File: src/rtl/hamming_pkg.sv
// Shared definitions for the Hamming(16,11) SECDED encode sequencer:
// FSM state encoding, message/codeword widths and the reference encoder
// function used by the combinational encoder core.
package hamming_pkg;

  localparam int MSG_W = 11;
  localparam int CW_W  = 16;

  typedef enum logic [2:0] {
    IDLE,
    RD_LO,
    RD_HI,
    CAP,
    WR_LO,
    WR_HI,
    DONE
  } state_t;

  // Message bit m[k] carries data bit d(k+1). Codeword layout, MSB first:
  // d11..d5, p8, d4, d3, d2, p4, d1, p2, p1, p0 (p0 = overall parity).
  function automatic logic [CW_W-1:0] hamming_encode(input logic [MSG_W-1:0] m);
    logic p8;
    logic p4;
    logic p2;
    logic p1;
    logic p0;
    p8 = ^m[10:4];
    p4 = (^m[10:7]) ^ (^m[3:1]);
    p2 = m[10] ^ m[9] ^ m[6] ^ m[5] ^ m[3] ^ m[2] ^ m[0];
    p1 = m[10] ^ m[8] ^ m[6] ^ m[4] ^ m[3] ^ m[1] ^ m[0];
    p0 = (^m) ^ p8 ^ p4 ^ p2 ^ p1;
    return {m[10:4], p8, m[3:1], p4, m[0], p2, p1, p0};
  endfunction

endpackage

File: src/rtl/hamming_enc_core.sv
// Combinational Hamming(16,11) SECDED encoder. Kept as its own block so the
// decoder/checker can reuse the exact same encoding.
module hamming_enc_core
  import hamming_pkg::*;
(
  input  logic [MSG_W-1:0] i_msg,
  output logic [CW_W-1:0]  o_code
);

  assign o_code = hamming_encode(i_msg);

endmodule

File: src/rtl/hamming_enc_seq.sv
// Hamming(16,11) encode sequencer. Reads N_MSG messages (two bytes each)
// from data memory through a req/gnt port, encodes them and writes the
// 16-bit codewords back as byte pairs. Optional source-byte checking is
// enabled with the HAMMING_SRC_CHECK_EN macro (adds o_src_err and
// o_src_err_cnt).
module hamming_enc_seq
  import hamming_pkg::*;
#(
  parameter int N_MSG    = 15,
  parameter int SRC_BASE = 0,
  parameter int DST_BASE = 30,
  parameter int AW       = 8
) (
  input  logic          i_clk,
  input  logic          i_rst_n,
  input  logic          i_start,
  output logic          o_done,
  output logic          o_busy,
  output logic          o_mem_req,
  input  logic          i_mem_gnt,
  output logic [AW-1:0] o_mem_addr,
  output logic          o_mem_we,
  output logic [7:0]    o_mem_wdata,
  input  logic [7:0]    i_mem_rdata
`ifdef HAMMING_SRC_CHECK_EN
  ,
  output logic          o_src_err,
  output logic [7:0]    o_src_err_cnt
`endif
);

  localparam int IDX_W = (N_MSG > 1) ? $clog2(N_MSG) : 1;
  localparam logic [IDX_W-1:0] LAST_IDX = IDX_W'(N_MSG - 1);

  state_t            r_state;
  state_t            w_state_nxt;
  logic [IDX_W-1:0]  r_idx;
  logic [IDX_W-1:0]  w_idx_nxt;
  logic [7:0]        r_lo;
  logic [7:0]        w_lo_nxt;
  logic [2:0]        r_hi;
  logic [2:0]        w_hi_nxt;
  logic              r_rd_vld;
  logic              r_rd_hi;
  logic              r_done;
  logic              r_busy;
  logic              r_mem_req;
  logic              r_mem_we;
  logic [AW-1:0]     r_mem_addr;
  logic [7:0]        r_mem_wdata;
  logic              w_done_nxt;
  logic              w_busy_nxt;
  logic              w_req_nxt;
  logic              w_we_nxt;
  logic [AW-1:0]     w_addr_nxt;
  logic [7:0]        w_wdata_nxt;
  logic [AW-1:0]     w_src_addr;
  logic [AW-1:0]     w_dst_addr;
  logic [CW_W-1:0]   w_code;
  logic              w_start_ok;
  logic              w_hi_cap;

  assign w_start_ok = i_start && ((r_state == IDLE) || (r_state == DONE));
  assign w_hi_cap   = r_rd_vld && r_rd_hi;
  assign w_src_addr = AW'(SRC_BASE) + (AW'(w_idx_nxt) << 1);
  assign w_dst_addr = AW'(DST_BASE) + (AW'(w_idx_nxt) << 1);

  assign o_done      = r_done;
  assign o_busy      = r_busy;
  assign o_mem_req   = r_mem_req;
  assign o_mem_we    = r_mem_we;
  assign o_mem_addr  = r_mem_addr;
  assign o_mem_wdata = r_mem_wdata;

  // Encoder sees the bytes as they will be after this edge's capture, so the
  // registered write data is already correct when WR_LO is entered.
  hamming_enc_core u_enc_core (
    .i_msg  ({w_hi_nxt, w_lo_nxt}),
    .o_code (w_code)
  );

  // State and message-index register.
  always_ff @(posedge i_clk or negedge i_rst_n) begin
    if (!i_rst_n) begin
      r_state <= IDLE;
      r_idx   <= '0;
    end else begin
      r_state <= w_state_nxt;
      r_idx   <= w_idx_nxt;
    end
  end

  // Next-state logic; memory states hold until the arbiter grants.
  always_comb begin
    w_state_nxt = r_state;
    w_idx_nxt   = r_idx;
    case (r_state)
      IDLE, DONE: begin
        if (i_start) begin
          w_state_nxt = RD_LO;
          w_idx_nxt   = '0;
        end
      end
      RD_LO:   if (i_mem_gnt) w_state_nxt = RD_HI;
      RD_HI:   if (i_mem_gnt) w_state_nxt = CAP;
      CAP:     w_state_nxt = WR_LO;
      WR_LO:   if (i_mem_gnt) w_state_nxt = WR_HI;
      WR_HI: begin
        if (i_mem_gnt) begin
          if (r_idx == LAST_IDX) begin
            w_state_nxt = DONE;
          end else begin
            w_state_nxt = RD_LO;
            w_idx_nxt   = r_idx + 1'b1;
          end
        end
      end
      default: w_state_nxt = IDLE;
    endcase
  end

  // Output decode from the upcoming state; address/data hold otherwise.
  always_comb begin
    w_done_nxt  = 1'b0;
    w_busy_nxt  = 1'b1;
    w_req_nxt   = 1'b0;
    w_we_nxt    = 1'b0;
    w_addr_nxt  = r_mem_addr;
    w_wdata_nxt = r_mem_wdata;
    case (w_state_nxt)
      IDLE: w_busy_nxt = 1'b0;
      DONE: begin
        w_busy_nxt = 1'b0;
        w_done_nxt = 1'b1;
      end
      RD_LO: begin
        w_req_nxt  = 1'b1;
        w_addr_nxt = w_src_addr;
      end
      RD_HI: begin
        w_req_nxt  = 1'b1;
        w_addr_nxt = w_src_addr + AW'(1);
      end
      WR_LO: begin
        w_req_nxt   = 1'b1;
        w_we_nxt    = 1'b1;
        w_addr_nxt  = w_dst_addr;
        w_wdata_nxt = w_code[7:0];
      end
      WR_HI: begin
        w_req_nxt   = 1'b1;
        w_we_nxt    = 1'b1;
        w_addr_nxt  = w_dst_addr + AW'(1);
        w_wdata_nxt = w_code[15:8];
      end
      default: begin
      end
    endcase
  end

  // Registered memory-port and status outputs.
  always_ff @(posedge i_clk or negedge i_rst_n) begin
    if (!i_rst_n) begin
      r_done      <= 1'b0;
      r_busy      <= 1'b0;
      r_mem_req   <= 1'b0;
      r_mem_we    <= 1'b0;
      r_mem_addr  <= '0;
      r_mem_wdata <= '0;
    end else begin
      r_done      <= w_done_nxt;
      r_busy      <= w_busy_nxt;
      r_mem_req   <= w_req_nxt;
      r_mem_we    <= w_we_nxt;
      r_mem_addr  <= w_addr_nxt;
      r_mem_wdata <= w_wdata_nxt;
    end
  end

  // Route read data to the byte named by the tag of last cycle's granted read.
  always_comb begin
    w_lo_nxt = r_lo;
    w_hi_nxt = r_hi;
    if (r_rd_vld && !r_rd_hi) w_lo_nxt = i_mem_rdata;
    if (w_hi_cap)             w_hi_nxt = i_mem_rdata[2:0];
  end

  // Read tracking and source byte capture, independent of the current grant.
  always_ff @(posedge i_clk or negedge i_rst_n) begin
    if (!i_rst_n) begin
      r_rd_vld <= 1'b0;
      r_rd_hi  <= 1'b0;
      r_lo     <= '0;
      r_hi     <= '0;
    end else begin
      r_rd_vld <= r_mem_req && i_mem_gnt && !r_mem_we;
      r_rd_hi  <= (r_state == RD_HI);
      r_lo     <= w_lo_nxt;
      r_hi     <= w_hi_nxt;
    end
  end

`ifdef HAMMING_SRC_CHECK_EN
  logic       r_src_err;
  logic [7:0] r_src_err_cnt;

  assign o_src_err     = r_src_err;
  assign o_src_err_cnt = r_src_err_cnt;

  // Sticky flag and saturating count of high bytes with stray upper bits.
  always_ff @(posedge i_clk or negedge i_rst_n) begin
    if (!i_rst_n) begin
      r_src_err     <= 1'b0;
      r_src_err_cnt <= '0;
    end else if (w_start_ok) begin
      r_src_err     <= 1'b0;
      r_src_err_cnt <= '0;
    end else if (w_hi_cap && (i_mem_rdata[7:3] != 5'b0)) begin
      r_src_err <= 1'b1;
      if (r_src_err_cnt != 8'hFF) r_src_err_cnt <= r_src_err_cnt + 8'd1;
    end
  end
`else
  logic w_unused_rdata;
  logic w_unused_start;
  assign w_unused_rdata = ^i_mem_rdata[7:3];
  assign w_unused_start = w_start_ok;
`endif

endmodule
File: config.mk
export PLATFORM = sky130hd
export DESIGN_NAME = hamming_enc_seq
export DESIGN_NICKNAME = d
export VERILOG_FILES = /design/src/rtl/hamming_pkg.sv /design/src/rtl/hamming_enc_core.sv /design/src/rtl/hamming_enc_seq.sv
export SDC_FILE = /design/constraint.sdc
export NUM_CORES = 1
export LEC_CHECK = 0
export CELL_PAD_IN_SITES_DETAIL_PLACEMENT = 1
export CELL_PAD_IN_SITES_GLOBAL_PLACEMENT = 1
export CORE_UTILIZATION = 45
export DETAILED_ROUTE_END_ITERATION = 10
export PLACE_DENSITY = 0.95
export SYNTH_ARGS = -nofsm -noshare
export SYNTH_HDL_FRONTEND = slang
export SYNTH_HIERARCHICAL = 1
export SYNTH_SLANG_ARGS = --single-unit
File: constraint.sdc
create_clock -name i_clk -period 5.4 [get_ports i_clk]
set_input_delay 1.08 -clock i_clk [delete_from_list [all_inputs] [get_ports i_clk]]
set_output_delay 1.08 -clock i_clk [all_outputs]
set_load 0.02 [all_outputs]
==> impl_results.rst <==
.. list-table::
   :header-rows: 1

   * - Metric
     - Value
   * - Simple logic cell fraction of the synthesized area
     - 11.7%
   * - Final routed wire length divided by cell count
     - 17.7 um
   * - Core Area
     - 0.00469 sq mm
   * - Post-synthesis sequential area ratio
     - 43.4%
   * - Combinational group share of total power
     - 62.3%
   * - Mapped Avg Cell Area
     - 10.4 sq um
   * - Reg-to-reg slack, setup
     - 2.44 ns
   * - Synth Area in XOR/XNOR
     - 10.9%
   * - Tot GR Track Use
     - 21.5%
   * - Antenna violations before repair
     - 0
   * - Startpoint of the worst register-to-register path
     - r_rd_hi$_DFF_PN0_
   * - Row count
     - 25
   * - Total wire length
     - 4980 um
   * - Vias post-DR
     - 1579
   * - Start point of the worst min-delay path
     - o_mem_we$_DFF_PN0_
   * - CTS H-tree depth
     - 2
   * - HPWL after DPL
     - 3560 um
   * - Number of I/O pins
     - 32
   * - Clock root buffer
     - clkbuf_8
   * - Cells after synthesis
     - 211
   * - Cell types with the largest area share after synthesis
     - dfrtp_1 43%, xnor2_1 6.4%, mux2_2 6.2%
   * - Flip-flop and latch area
     - 951 sq um
   * - Adder-cell share of the synthesized area
     - 1.71%
   * - Count of final hold-check violations
     - 0
   * - Share of cell area taken by muxes after synthesis
     - 10.3%
   * - Setup bufs post-CTS
     - 0
   * - CP endpoint
     - o_mem_addr[2]$_DFFE_PN0P_
   * - Highest fanout seen on the critical path
     - 14
   * - Clock sink total
     - 38
   * - Flip-flop cell with the highest count after synthesis
     - dfrtp_1
   * - Vias per std cell
     - 5.62
   * - Skew-Pair Late Insertion Delay
     - 0.30 ns
   * - Worst Hold Class
     - reg -> reg
   * - Critical path type
     - in -> reg
   * - Max-capacitance violation count
     - 0
   * - Die Area
     - 0.00516 sq mm
   * - Critical Path Source
     - i_mem_gnt
   * - Placer congestion estimate
     - 0.787
   * - Fraction of final layout cells with drive strength greater than 1
     - 13.2%
   * - # setup viols final
     - 0
   * - Maximum count of clock buffers along a single path
     - 2
   * - WHS Path Cells
     - 1
   * - Met1 usage in global routing
     - 27.7%
   * - Logic depth of the worst register-to-register path
     - 7
   * - Power spent charging and discharging nets
     - 803 uW
   * - Time the final worst path needs with I/O delays and setup
     - 3.27 ns
   * - CP Data Required Time
     - 5.58 ns
   * - Area of the multi-input gates
     - 0.00106 sq mm
   * - Area growth from synthesis to layout
     - 14.0%
   * - Number of buffers inserted by hold repair at cts
     - 0
   * - Max IR drop VDD
     - 0.391 mV
   * - Capturing element type of the critical path
     - flip-flop
   * - Via count of the first global-routing pass
     - 1628
   * - Final nets
     - 241
   * - Kind of start point of the critical path
     - input port
   * - Clock network fraction of total power
     - 10.9%
   * - Mapped Area
     - 0.00219 sq mm
   * - Design Area, Final
     - 0.00250 sq mm
   * - Die outline height
     - 71.8 um
   * - Unrepaired setup endpoints after global routing
     - no
   * - Maximum number of pins on one net before global-route repair
     - 39
   * - Total grt overflow
     - 0
   * - Cell Area, Placed
     - 0.00241 sq mm
   * - Clock skew after layout
     - 0.00813 ns
   * - Met3 Usage GRT
     - 4.78%
   * - Starting Density
     - 46.7%
   * - Power Dens Cells
     - 766 mW/mm^2
   * - Wire length of the first global-routing pass
     - 8380 um
   * - Starting DRT DRC Count
     - 65
   * - Final cycle utilization of the critical path
     - 60.6%
   * - Crit path DAT
     - 3.45 ns
   * - Fraction of registers with async set or reset after synthesis
     - 100%
   * - Remaining DRCs
     - 0
   * - Fillcell total
     - 532
   * - Number of buffers created by CTS
     - 5
   * - Fmax achieved
     - 0.306 GHz
   * - Max_slew headroom
     - 43.5%
   * - Compound-Gate Fraction of Synth Area
     - 13.5%
   * - Number of synthesized register bits
     - 38
   * - Clock input transition at the sequential cells of the worst setup and hold paths
     - 0.08 ns
   * - Antenna cells
     - 0
   * - Sequential share of power
     - 26.7%
   * - Number of cells upsized or downsized after cts
     - 0
   * - Slew Limit Fails
     - 0
   * - Total chip power
     - 1.92 mW
   * - Number of enable flip-flop cells after synthesis
     - 0
   * - Setup TNS
     - 0 ns
   * - Net switching share of the total power
     - 41.9%
   * - Clock tree from TritonCTS
     - built
   * - Proportion of netlist area held by the largest area contributor
     - 43.4%
   * - Number of warnings reported in the yosys synthesis log
     - 6
   * - Quantity of I/O buffers inserted on ports
     - 29
   * - Cell leakage power
     - 1.06 nW
   * - Internal power
     - 1.11 mW
   * - GR peak layer
     - met2
   * - End of the worst register-to-register path
     - o_mem_wdata[0]$_DFFE_PN0P_
   * - Die width
     - 71.8 um
   * - Remaining number of nets flagged by the antenna check after routing
     - 0
   * - Detailed-router iteration count before antenna repair
     - 4
   * - Dominant combinational cell family by area after synthesis
     - compound AO/OA/AOI/OAI gates
   * - Met2 Resource Use GR
     - 36.0%
   * - Worst Tran Pin Value
     - 0.848 ns
   * - Count of distinct cell types in the synthesized netlist
     - 47
   * - Top cell type by total area after synthesis
     - dfrtp_1
   * - Result of the run
     - finished clean
[synthesized netlist by cell type, types with 4 or more instances]
cell	n
xor2_1	6
xnor2_1	16
nand2_1	19
inv_1	7
buf_2	4
a21oi_1	9
mux2i_1	9
dfrtp_1	38
o21ai_0	14
mux2_2	12
nor2_1	9
buf_4	15
nor2b_1	6
[cells by family after synthesis]
logic type,Yosys count
and+or+nand+nor,50
xor gates and xnor gates,24
adders and majority gates,3
muxes,21
DFF,38
AOI/OAI and AO/OA,43
buffers and inverters,31
other,1
[sequential cells by signal, summed over array words and instances (netlist names)]
register     flops
r_lo             8
r_state          3
o_mem_addr       6
o_mem_we         1
o_done           1
o_mem_wdata      8
o_busy           1
r_hi             3
r_rd_vld         1
r_idx            4
o_mem_req        1
r_rd_hi          1
[power groups by stage]
stage	Combinational, mW	Sequential [mW]	Clock [mW]
2_1_floorplan	0.932	0.527	0
4_1_cts	1.21	0.511	0.214
3_3_place_gp	1.12	0.506	0
5_1_grt	1.30	0.531	0.223
3_5_place_dp	1.20	0.514	0
6_report	1.19	0.512	0.209
[cell type report]
type,count,area share (%)
inverters,7,1.05
clock inverters,2,0.500
well taps,54,2.70
clock buffers,6,3.30
flip-flops and latches,38,38.0
repair buffers,31,12.0
multi-input cells,143,42.4
[worst max-delay path: stages]
cell and delay, ns:
clkdlybuf4s50_1 0.79, inv_1 0.18, or4b_1 0.54, o211a_1 0.20, ha_1 0.31, o21ai_0 0.08, mux2_2 0.26
[per-layer routing]
layer,vias to the layer above,wire length (um)
met5,-,0
met1,800,2290
met4,0,72
met2,34,2440
li1,739,-
met3,6,172
[worst min path at each step]
| stage | end | slack (ns) |
|---|---|---|
| CTS | r_rd_vld$_DFF_PN0_ | 0.45 |
| finish | r_rd_vld$_DFF_PN0_ | 0.44 |
| floorplan | r_hi[1]$_DFF_PN0_ | 0.50 |
| global route | r_rd_vld$_DFF_PN0_ | 0.47 |
| global placement | r_rd_vld$_DFF_PN0_ | 0.45 |
| detailed placement | r_rd_vld$_DFF_PN0_ | 0.44 |
[placed cells by master, fill, tap and decap left out, types with 3 or more instances in the layout]
| master | count |
|---|---|
| o21ai_0 | 14 |
| nand2_1 | 19 |
| clkdlybuf4s50_1 | 28 |
| nor2b_1 | 6 |
| inv_1 | 7 |
| dfrtp_1 | 38 |
| mux2i_1 | 9 |
| nand2b_1 | 3 |
| xor2_1 | 6 |
| o211ai_1 | 3 |
| clkbuf_8 | 6 |
| ha_1 | 3 |
| nor2_1 | 9 |
| a21oi_1 | 9 |
| mux2_2 | 12 |
| xnor2_1 | 16 |
[per-stage QoR]
step	worst slack (ns)	utilization, %	std cells	hold WS (ns)
6_report	2.13	53.3	281	0.441
5_1_grt	1.99	53.3	281	0.469
4_1_cts	2.13	53.3	281	0.448
3_5_place_dp	1.85	51.3	273	0.438
3_3_place_gp	1.96	51.3	273	0.448
2_1_floorplan	2.72	-	212	0.496
Power figures use the tool's default switching activity.
